==> config.mk <==
export PLATFORM = sky130hd
export DESIGN_NAME = match_ctrl
export DESIGN_NICKNAME = d
export VERILOG_FILES = /design/src/rtl/tow_pkg.sv /design/src/rtl/match_ctrl_tick_timer.sv /design/src/rtl/match_ctrl.sv
export SDC_FILE = /design/constraint.sdc
export NUM_CORES = 1
export LEC_CHECK = 0
export CAP_MARGIN = 0
export CELL_PAD_IN_SITES_DETAIL_PLACEMENT = 1
export CELL_PAD_IN_SITES_GLOBAL_PLACEMENT = 2
export CORE_UTILIZATION = 35
export CTS_CLUSTER_DIAMETER = 50
export DETAILED_ROUTE_END_ITERATION = 10
export PLACE_DENSITY_LB_ADDON = 0.1
export SETUP_SLACK_MARGIN = 0.5
export SLEW_MARGIN = 20
export SYNTH_ARGS = -nofsm -noshare
export SYNTH_HDL_FRONTEND = slang
export SYNTH_SLANG_ARGS = --single-unit
==> constraint.sdc <==
create_clock -name clk -period 2.5 [get_ports clk]
set_clock_uncertainty 0.2 [all_clocks]
set_input_delay 0.375 -clock clk [delete_from_list [all_inputs] [get_ports clk]]
set_output_delay 0.375 -clock clk [all_outputs]
set_load 0.02 [all_outputs]
==> src/rtl/tow_pkg.sv <==
// Shared definitions for the match controller and the LED mux:
// FSM state encoding and display-select codes.
package tow_pkg;

  typedef enum logic [2:0] {
    ST_IDLE      = 3'd0,
    ST_PLAY      = 3'd1,
    ST_SETTLE    = 3'd2,
    ST_CELEBRATE = 3'd3,
    ST_DONE      = 3'd4
  } state_e;

  localparam logic [1:0] DISP_SCORE = 2'b00;
  localparam logic [1:0] DISP_BLINK = 2'b01;
  localparam logic [1:0] DISP_TALLY = 2'b10;

  // Display mode shown while the controller sits in a given state.
  function automatic logic [1:0] disp_for_state(input state_e s);
    logic [1:0] d;
    case (s)
      ST_PLAY:               d = DISP_SCORE;
      ST_CELEBRATE, ST_DONE: d = DISP_BLINK;
      default:               d = DISP_TALLY;
    endcase
    return d;
  endfunction

endpackage

==> src/rtl/match_ctrl_tick_timer.sv <==
// tick_timer: loadable 8-bit down-counter clocked by slowenable ticks.
// done_o pulses for one clk on the tick that takes the count from 1 to 0.
// A load in the same clk as a tick wins; that tick is not counted.
module tick_timer
  import tow_pkg::*;
(
  input  logic       clk,
  input  logic       rst,
  input  logic       load_i,
  input  logic [7:0] load_val_i,
  input  logic       tick_i,
  output logic       done_o
);

  logic [7:0] count_q;
  logic [7:0] count_d;

  // Next count: load, decrement on tick while non-zero, otherwise hold.
  always_comb begin
    count_d = count_q;
    if (load_i) begin
      count_d = load_val_i;
    end else if (tick_i && (count_q != 8'd0)) begin
      count_d = count_q - 8'd1;
    end else begin
      count_d = count_q;
    end
  end

  // Count register.
  always_ff @(posedge clk or posedge rst) begin
    if (rst) begin
      count_q <= 8'd0;
    end else begin
      count_q <= count_d;
    end
  end

  assign done_o = tick_i && !load_i && (count_q == 8'd1);

endmodule

==> src/rtl/match_ctrl.sv <==
// match_ctrl: round/match sequencing for the tug-of-war game.
// Optional build macro MATCH_CTRL_AUTO_RESTART_EN: when defined, the end of
// the winner display clears the match and returns to the settle gap;
// otherwise the controller parks in DONE until reset.
module match_ctrl
  import tow_pkg::*;
#(
  parameter int unsigned WINS_TO_MATCH = 3,
  parameter int unsigned SETTLE_TICKS  = 32,
  parameter int unsigned HOLD_TICKS    = 64
) (
  input  logic       clk,
  input  logic       rst,
  input  logic       slowenable,
  input  logic       winrnd,
  input  logic       right,
  input  logic       tie,
  output logic       round_en,
  output logic [2:0] wins_l,
  output logic [2:0] wins_r,
  output logic       match_over,
  output logic       winner_right,
  output logic [1:0] disp_sel,
  output logic       blink
);

  localparam logic [2:0] WINS_C   = 3'(WINS_TO_MATCH);
  localparam logic [7:0] SETTLE_C = 8'(SETTLE_TICKS);
  localparam logic [7:0] HOLD_C   = 8'(HOLD_TICKS);

  state_e     state_q, state_d;
  logic [2:0] wins_l_q, wins_l_d;
  logic [2:0] wins_r_q, wins_r_d;
  logic       match_over_q, match_over_d;
  logic       winner_right_q, winner_right_d;
  logic       blink_q, blink_d;
  logic [2:0] blink_cnt_q, blink_cnt_d;
  logic       round_en_q;
  logic [1:0] disp_sel_q;

  logic       tmr_load;
  logic [7:0] tmr_val;
  logic       tmr_done;

  tick_timer u_timer (
    .clk        (clk),
    .rst        (rst),
    .load_i     (tmr_load),
    .load_val_i (tmr_val),
    .tick_i     (slowenable),
    .done_o     (tmr_done)
  );

  // Next-state, score, and blink logic.
  always_comb begin
    state_d        = state_q;
    wins_l_d       = wins_l_q;
    wins_r_d       = wins_r_q;
    match_over_d   = match_over_q;
    winner_right_d = winner_right_q;
    blink_d        = blink_q;
    blink_cnt_d    = blink_cnt_q;
    tmr_load       = 1'b0;
    tmr_val        = 8'd0;
    case (state_q)
      ST_IDLE: begin
        if (slowenable) begin
          state_d = ST_PLAY;
        end else begin
          state_d = ST_IDLE;
        end
      end
      ST_PLAY: begin
        // A tick arriving with winrnd is simply not looked at here.
        if (winrnd && tie) begin
          state_d  = ST_SETTLE;
          tmr_load = 1'b1;
          tmr_val  = SETTLE_C;
        end else if (winrnd && (((right ? wins_r_q : wins_l_q) + 3'd1) == WINS_C)) begin
          if (right) begin
            wins_r_d = WINS_C;
          end else begin
            wins_l_d = WINS_C;
          end
          state_d        = ST_CELEBRATE;
          match_over_d   = 1'b1;
          winner_right_d = right;
          blink_d        = 1'b1;
          blink_cnt_d    = 3'd0;
          tmr_load       = 1'b1;
          tmr_val        = HOLD_C;
        end else if (winrnd) begin
          if (right) begin
            wins_r_d = wins_r_q + 3'd1;
          end else begin
            wins_l_d = wins_l_q + 3'd1;
          end
          state_d  = ST_SETTLE;
          tmr_load = 1'b1;
          tmr_val  = SETTLE_C;
        end else begin
          state_d = ST_PLAY;
        end
      end
      ST_SETTLE: begin
        if (tmr_done) begin
          state_d = ST_PLAY;
        end else begin
          state_d = ST_SETTLE;
        end
      end
      ST_CELEBRATE: begin
        if (tmr_done) begin
`ifdef MATCH_CTRL_AUTO_RESTART_EN
          state_d        = ST_SETTLE;
          wins_l_d       = 3'd0;
          wins_r_d       = 3'd0;
          match_over_d   = 1'b0;
          winner_right_d = 1'b0;
          blink_d        = 1'b0;
          blink_cnt_d    = 3'd0;
          tmr_load       = 1'b1;
          tmr_val        = SETTLE_C;
`else
          state_d = ST_DONE;
          blink_d = 1'b1;
`endif
        end else if (slowenable) begin
          // Eight ticks per blink phase.
          blink_cnt_d = blink_cnt_q + 3'd1;
          if (blink_cnt_q == 3'd7) begin
            blink_d = ~blink_q;
          end else begin
            blink_d = blink_q;
          end
        end else begin
          state_d = ST_CELEBRATE;
        end
      end
      ST_DONE: begin
        state_d = ST_DONE;
        blink_d = 1'b1;
      end
      default: begin
        state_d = ST_IDLE;
      end
    endcase
  end

  // State, score, and registered output update.
  always_ff @(posedge clk or posedge rst) begin
    if (rst) begin
      state_q        <= ST_IDLE;
      wins_l_q       <= 3'd0;
      wins_r_q       <= 3'd0;
      match_over_q   <= 1'b0;
      winner_right_q <= 1'b0;
      blink_q        <= 1'b0;
      blink_cnt_q    <= 3'd0;
      round_en_q     <= 1'b0;
      disp_sel_q     <= DISP_TALLY;
    end else begin
      state_q        <= state_d;
      wins_l_q       <= wins_l_d;
      wins_r_q       <= wins_r_d;
      match_over_q   <= match_over_d;
      winner_right_q <= winner_right_d;
      blink_q        <= blink_d;
      blink_cnt_q    <= blink_cnt_d;
      round_en_q     <= (state_d == ST_PLAY);
      disp_sel_q     <= disp_for_state(state_d);
    end
  end

  assign round_en     = round_en_q;
  assign wins_l       = wins_l_q;
  assign wins_r       = wins_r_q;
  assign match_over   = match_over_q;
  assign winner_right = winner_right_q;
  assign disp_sel     = disp_sel_q;
  assign blink        = blink_q;

endmodule

==> results of run 1 <==
[routing by layer]
metal | part of all wire, % | GRT usage (%)
met1 | 47 | 21.6
met2 | 50 | 30.4
met3 | 2.3 | 2.57
met4 | 1.1 | 5.59
met5 | 0 | 0
[timing repair]
action / in CTS / in global routing
pin swaps: 2 / 3
endpoints found under the setup margin: 10 / 9
buffers inserted: 2 / 3
cloned: 0 / 0
resized for setup: 6 / 7
[power by group through the flow]
stage	Combinational, mW	Clock, mW	Sequential (mW)
after global placement	0.0378	0	0.430
final	0.0379	0.278	0.422
after CTS	0.0385	0.287	0.422
after floorplan	0.0143	0	0.430
after detailed placement	0.0388	0	0.430
after global routing	0.0422	0.307	0.422
[worst paths after layout]
check / from / endpoint / slack, ps / depth (start not counted)
max: wins_l[0] / winner_right / 540 / 4
max reg2reg: wins_l[0] / winner_right / 540 / 4
min: match_over / match_over / 280 / 1
min in group asynchronous: rst / wins_l[1] / 290 / 3
max in group asynchronous: rst / disp_sel[1] / 1510 / 3
min reg2reg: match_over / match_over / 280 / 1
[per-stage QoR]
step | utilization (%) | worst slack [ps] | hold WS [ps]
floorplan | - | 504 | 214
global placement | 43.8 | 172 | 248
detailed placement | 43.8 | 126 | 261
global route | 46.9 | 493 | 294
CTS | 45.9 | 438 | 285
finish | 46.9 | 542 | 277
[area by class of cell]
class,instances,area [sq um],area share [%]
well taps,50,62.6,3.33
flip-flops and latches,26,657,35.0
repair buffers,31,277,14.7
clock buffers,4,55.1,2.93
multi-input cells,100,803,42.8
inverters,6,22.5,1.20
[flip-flops by register name (all words and copies together), names as in the netlist]
| name | flops |
|---|---|
| u_timer.count_q | 8 |
| blink_cnt_q | 3 |
| state_q | 3 |
| wins_l | 3 |
| wins_r | 3 |
| disp_sel | 2 |
| blink | 1 |
| match_over | 1 |
| round_en | 1 |
| winner_right | 1 |
[kinds of logic (layout without fill, tap and decap cells)]
kind of cell    count (synthesis)  after routing
flops                          26             26
buf+inv                        10             41
compound gates                 32             32
fa+ha+maj                       7              7
mux                             2              2
simple gates                   50             50
xor+xnor                        9              9
[critical path, stage by stage, from the launching register on]
cell	delay (ps)
dfrtp_2	430
or4b_4	580
and2_4	170
nor3_4	140
mux2_4	320
[cell usage in the layout (no fill, tap or decap), drive strengths merged, types with 2 or more instances in the layout]
cell type	synthesis	routed
clkdlybuf4s50	0	15
or4b	2	2
a21boi	2	2
nor2	11	11
and2	2	2
xor2	6	6
a21o	2	2
mux2	2	2
nand3b	4	4
buf	3	14
inv	6	6
nand4bb	2	2
ha	7	7
nor3	4	4
o21ai	7	7
nor2b	3	3
nand4	2	2
xnor2	3	3
o211ai	2	2
a21oi	8	8
nor3b	2	2
nand3	2	2
dfrtp	25	25
a31oi	2	2
nor4b	3	3
nand2	7	7
a32o	2	2
clkbuf	1	4
==> out/results.tsv, run 1 <==
stage	metric	value	unit
yosys	ys_seq_area_share	44.4	%
finish	drive_gt1_share	25.1	%
yosys	synthArstFlopShare	100	%
yosys	muxShareOfSynthArea	1.53	%
sta	period_needed	1960	ps
yosys	synthAdderAreaFrac	5.97	%
yosys	synth_edf_count	0	
outcome	status	complete, no violations	
floorplan	core_area	0.00400	sq mm
finish	area_growth	27.9	%
critical_path	criticalPathCategory	reg2reg	
placed_design	routabilityCongestion	0.681	
pwr	swShare	21.5	%
sta	finalHoldViolations	0	
floorplan	dieArea	0.00446	sq mm
sta	fmaxAchievable	511	MHz
clock_tree	clkLatencyLatePin	270	ps
floorplan	row_count	23	
route	drt-total-wl	3.42	mm
finish	nets	181	
route	wire_per_inst	15.8	microns
pwr	leakage	0.854	nW
route	antenna_left	0	
critical_path	crit_required	2460	ps
floorplan	ios	18	
route	drt-initial-drc-count	36	
placed_design	place_hpwl	2.56	mm
finish	n_fill_cell	442	
global_routing	grt_max_degree	27	
pwr	powerDensity	393	mW/mm^2
pwr	p_int	0.579	mW
global_routing	grt_pass1_vias	1225	
yosys	syn_nets	149	
route	via_per_inst	5.28	
yosys	ys_ff_latch	26	
floorplan	die_x	66.8	microns
finish	final_cell_count_no_fill	217	
placed_design	postPlaceCellArea	0.00175	sq mm
yosys	syn-cell-area	0.00147	sq mm
sta	rsz0062_at_grt	true	
yosys	synth.most_common_cell	dfrtp_1	
yosys	synth.largest_area_cell	dfrtp_1	
sta	drv_slew	0	
critical_path	arrival	1920	ps
global_routing	grt_usage	17.4	%
route	num_vias	1146	
clock_tree	htreeDepth	1	
yosys	synth_area_per_cell	10.8	sq um
yosys	synth_compound_area_share	16.3	%
floorplan	dieHeight	66.8	microns
yosys	synth_top_family_by_area	simple AND/OR/NAND/NOR gates	
global_routing	antenna_found_initial	0	
placed_design	placed_cells	208	
critical_path	start_kind	flip-flop	
sta	setup_viol	0	
critical_path	cp-end-kind	flip-flop	
sta	maxSlewHeadroom	70.8	%
run	cap_violations	0	
yosys	synthXorXnorAreaFrac	5.37	%
finish	num_antenna_cells	0	
pwr	p_total	0.737	mW
pwr	power_frac_comb	5.1	%
sta	tightest_slew	435	ps
global_routing	overflow	0	
route	drc	0	
critical_path	critPathMaxFanout	5	
sta	finalCritPeriodShare	78.3	%
clock_tree	root_buffer	clkbuf_8	
yosys	synth-simple-area-share	23.6	%
global_routing	grt_pass1_wl	5.75	mm
yosys	synth_cells	136	
yosys	synthTopCellsByArea	dfrtp_1, ha_1, xor2_1	
sta	setup_tns	0	ps
route	firstDrtPassIters	3	
yosys	ys_warn_count	0	
yosys	yosys-top-cells-count	dfrtp_1, nor2_1, a21oi_1	
clock_tree	cts_tree	yes	
placed_design	numPortBuffers	17	
yosys	synth_top_area_share	42.6	%
pwr	max-vdd-ir-drop	0.206	mV
floorplan	start_util	36.7	%
pwr	p_clk_share	37.7	%
yosys	synth-main-ff-cell	dfrtp_1	
clock_tree	cts_made_buffers	3	
clock_tree	cts.path.max_buffers	2	
clock_tree	cts_hold_buf	0	
min_path	hold_path_class	reg2reg	
pwr	seq_power_share	57.2	%
finish	final_area	0.00188	sq mm
pwr	p_switching	0.159	mW
yosys	ys_types	50	
clock_tree	clkTransAtPathRegs	100	ps
clock_tree	numClockSinks	26	
Power figures use the tool's default switching activity.
==> run 2, diff against run 1 <==
Clock period 2.5 ns to 2.05 ns, I/O delays scaled along.
==> run 2 against run 1 <==
Sequential power rose by 22%. Critical endpoint is now blink_cnt_q[0]. Clock power up 11%. Non-clock buffer count rose by 23. Highest routed layer unchanged. Largest cell class unchanged. Fmax hardly changed. Critical path type unchanged. Combinational power is 41% higher. First-iteration DRC count is 42% lower. Cell area increased by 15%. Final cell count up 11%. Wire length increased by 15%. Hold slack worse by 87 ps. Via count increased by 11%.
==> out/results.tsv, run 2 (synthesis gave the netlist of run 1 again) <==
stage	metric	value	unit	change
outcome	status	complete, no violations		unchanged
sta	fmaxAchievable	510	MHz	was 511 MHz
placed_design	routabilityCongestion	0.764		was 0.681
floorplan	die_x	66.8	microns	unchanged
route	firstDrtPassIters	4		was 3
critical_path	critical_path_buf_inv_count	1		was 0
sta	drv_slew	0		unchanged
finish	largest_register	u_timer.count_q		unchanged
min_path	hold_path_class	in2async		was reg2reg
finish	mostFrequentLayoutCells	buf_4, dfrtp_1, nor2_1		was dfrtp_1, clkdlybuf4s50_1, buf_4
pwr	leakage	0.978	nW	was 0.854 nW
critical_path	critPathMaxFanout	4		was 5
sta	finalHoldViolations	0		unchanged
sta	finalCritPeriodShare	95.6	%	was 78.3%
critical_path	critPathMaxStageDelay	580	ps	about the same
critical_path	cp-end-kind	flip-flop		unchanged
global_routing	grt_usage	19.3	%	was 17.4%
global_routing	grt_pass1_wl	6.38	mm	was 5.75 mm
placed_design	post-place-ws	-234	ps	was 126 ps
clock_tree	cts.path.max_buffers	2		unchanged
route	drc	0		unchanged
clock_tree	cts_hold_buf	0		unchanged
clock_tree	cts_made_buffers	3		unchanged
floorplan	dieArea	0.00446	sq mm	unchanged
critical_path	crit_required	2020	ps	was 2460 ps
global_routing	grt_max_degree	27		unchanged
pwr	max-vdd-ir-drop	0.269	mV	was 0.206 mV
clock_tree	clkLatencyLatePin	270	ps	about the same
finish	final_common_cell	buf_4		was dfrtp_1
floorplan	core_area	0.00400	sq mm	unchanged
clock_tree	numClockSinks	26		unchanged
finish	area_growth	47.5	%	was 27.9%
pwr	p_total	0.876	mW	was 0.737 mW
sta	setup_tns	0	ps	unchanged
placed_design	place_hpwl	2.74	mm	was 2.56 mm
critical_path	path_cells	or4b_4 -> buf_6 -> a21oi_4 -> o21ai_2 -> mux2_2		was or4b_4 -> and2_4 -> nor3_4 -> mux2_4
critical_path	arrival	1930	ps	was 1920 ps
finish	n_fill_cell	427		was 442
route	drt-total-wl	3.95	mm	was 3.42 mm
placed_design	postPlaceCellArea	0.00185	sq mm	was 0.00175 sq mm
route	num_vias	1270		was 1,146
finish	final_area	0.00216	sq mm	was 0.00188 sq mm
critical_path	critPathTopFamily	simple AND/OR/NAND/NOR gates		unchanged
floorplan	dieHeight	66.8	microns	unchanged
global_routing	overflow	0		unchanged
run	cap_violations	0		unchanged
placed_design	placed_cells	218		was 208
global_routing	antenna_found_initial	0		unchanged
clock_tree	clkTransAtPathRegs	90	ps	was 100 ps
critical_path	crit_path_top_delay_cell	or4b_4		unchanged
floorplan	start_util	36.7	%	unchanged
floorplan	ios	18		unchanged
clock_tree	cts_tree	yes		unchanged
placed_design	numPortBuffers	17		unchanged
sta	period_needed	1960	ps	about the same
route	via_per_inst	5.29		was 5.28
floorplan	row_count	23		unchanged
finish	num_antenna_cells	0		unchanged
finish	fin_util	54.1	%	was 46.9%
route	drt-initial-drc-count	21		was 36
finish	drive_gt1_share	46.8	%	was 25.1%
global_routing	grt_pass1_vias	1306		was 1,225
clock_tree	root_buffer	clkbuf_8		unchanged
route	wire_per_inst	16.5	microns	was 15.8 microns
sta	hold_slack	189	ps	was 277 ps
clock_tree	htreeDepth	1		unchanged
finish	nets	204		was 181
critical_path	reg2reg_slack	90	ps	was 540 ps
pwr	powerDensity	405	mW/mm^2	was 393 mW/mm^2
critical_path	criticalPathCategory	reg2reg		unchanged
sta	rsz0062_at_grt	true		unchanged
finish	final_cell_count_no_fill	240		was 217
sta	fin_ws	90.6	ps	was 542 ps
sta	maxSlewHeadroom	77.1	%	was 70.8%
sta	tightest_slew	344	ps	was 435 ps
finish	largest_reg_flops	8		unchanged
sta	setup_viol	0		unchanged
route	antenna_left	0		unchanged
critical_path	start_kind	flip-flop		unchanged
-- run 2: cell types whose count changed in the layout (fill, tap and decap cells not counted), sizes merged --
cell / before / now
clkdlybuf4s50: 15 / 2
dlygate4sd2: 1 / 7
buf: 14 / 40
dlymetal6s2s: 1 / 0
clkbuf: 4 / 9
-- run 2: path summary, 6_finish.rpt --
path | to | cells past startpoint | startpoint
max | blink_cnt_q[0] | 5 | wins_l[0]
min | u_timer.count_q[5] | 3 | rst
max reg2reg | blink_cnt_q[0] | 5 | wins_l[0]
min reg2reg | match_over | 1 | match_over
max in group asynchronous | disp_sel[1] | 3 | rst
min in group clk | match_over | 1 | match_over
-- run 2: routing by layer --
layer	GRT usage, %	wire length [microns]	vias to the layer above
li1	-	-	608
met3	3.08	85	4
met1	26.1	1800	644
met5	0	0	-
met2	31.7	2030	14
met4	4.79	34	0
-- run 2: cell type report --
cell class	count	area, sq um	area share (%)
multi-input combinational	100	951	43.9
tap	50	62.6	2.89
sequential	26	659	30.5
clock buffer	4	45.0	2.08
inverter	6	22.5	1.04
timing repair buffer	54	424	19.6
-- run 2: tightest hold or removal path, stage by stage --
cell and delay, ps:
clkdlybuf4s50_1 400, inv_1 50, buf_4 320
-- run 2: repair_timing --
| item | in CTS | in global routing |
|---|---|---|
| setup buffers | 9 | 9 |
| gates cloned | 0 | 0 |
| hold endpoints to repair | 0 | 0 |
| resized for setup | 51 | 23 |
| setup endpoints to repair | 38 | 30 |
| pin swaps | 11 | 9 |
-- run 2: power by group --
group          switching (mW)  internal, mW  leakage (nW)
Combinational          0.0301        0.0235         0.623
Clock                   0.169         0.140        0.0228
Sequential           0.000637         0.513         0.332
Total                   0.200         0.676         0.978
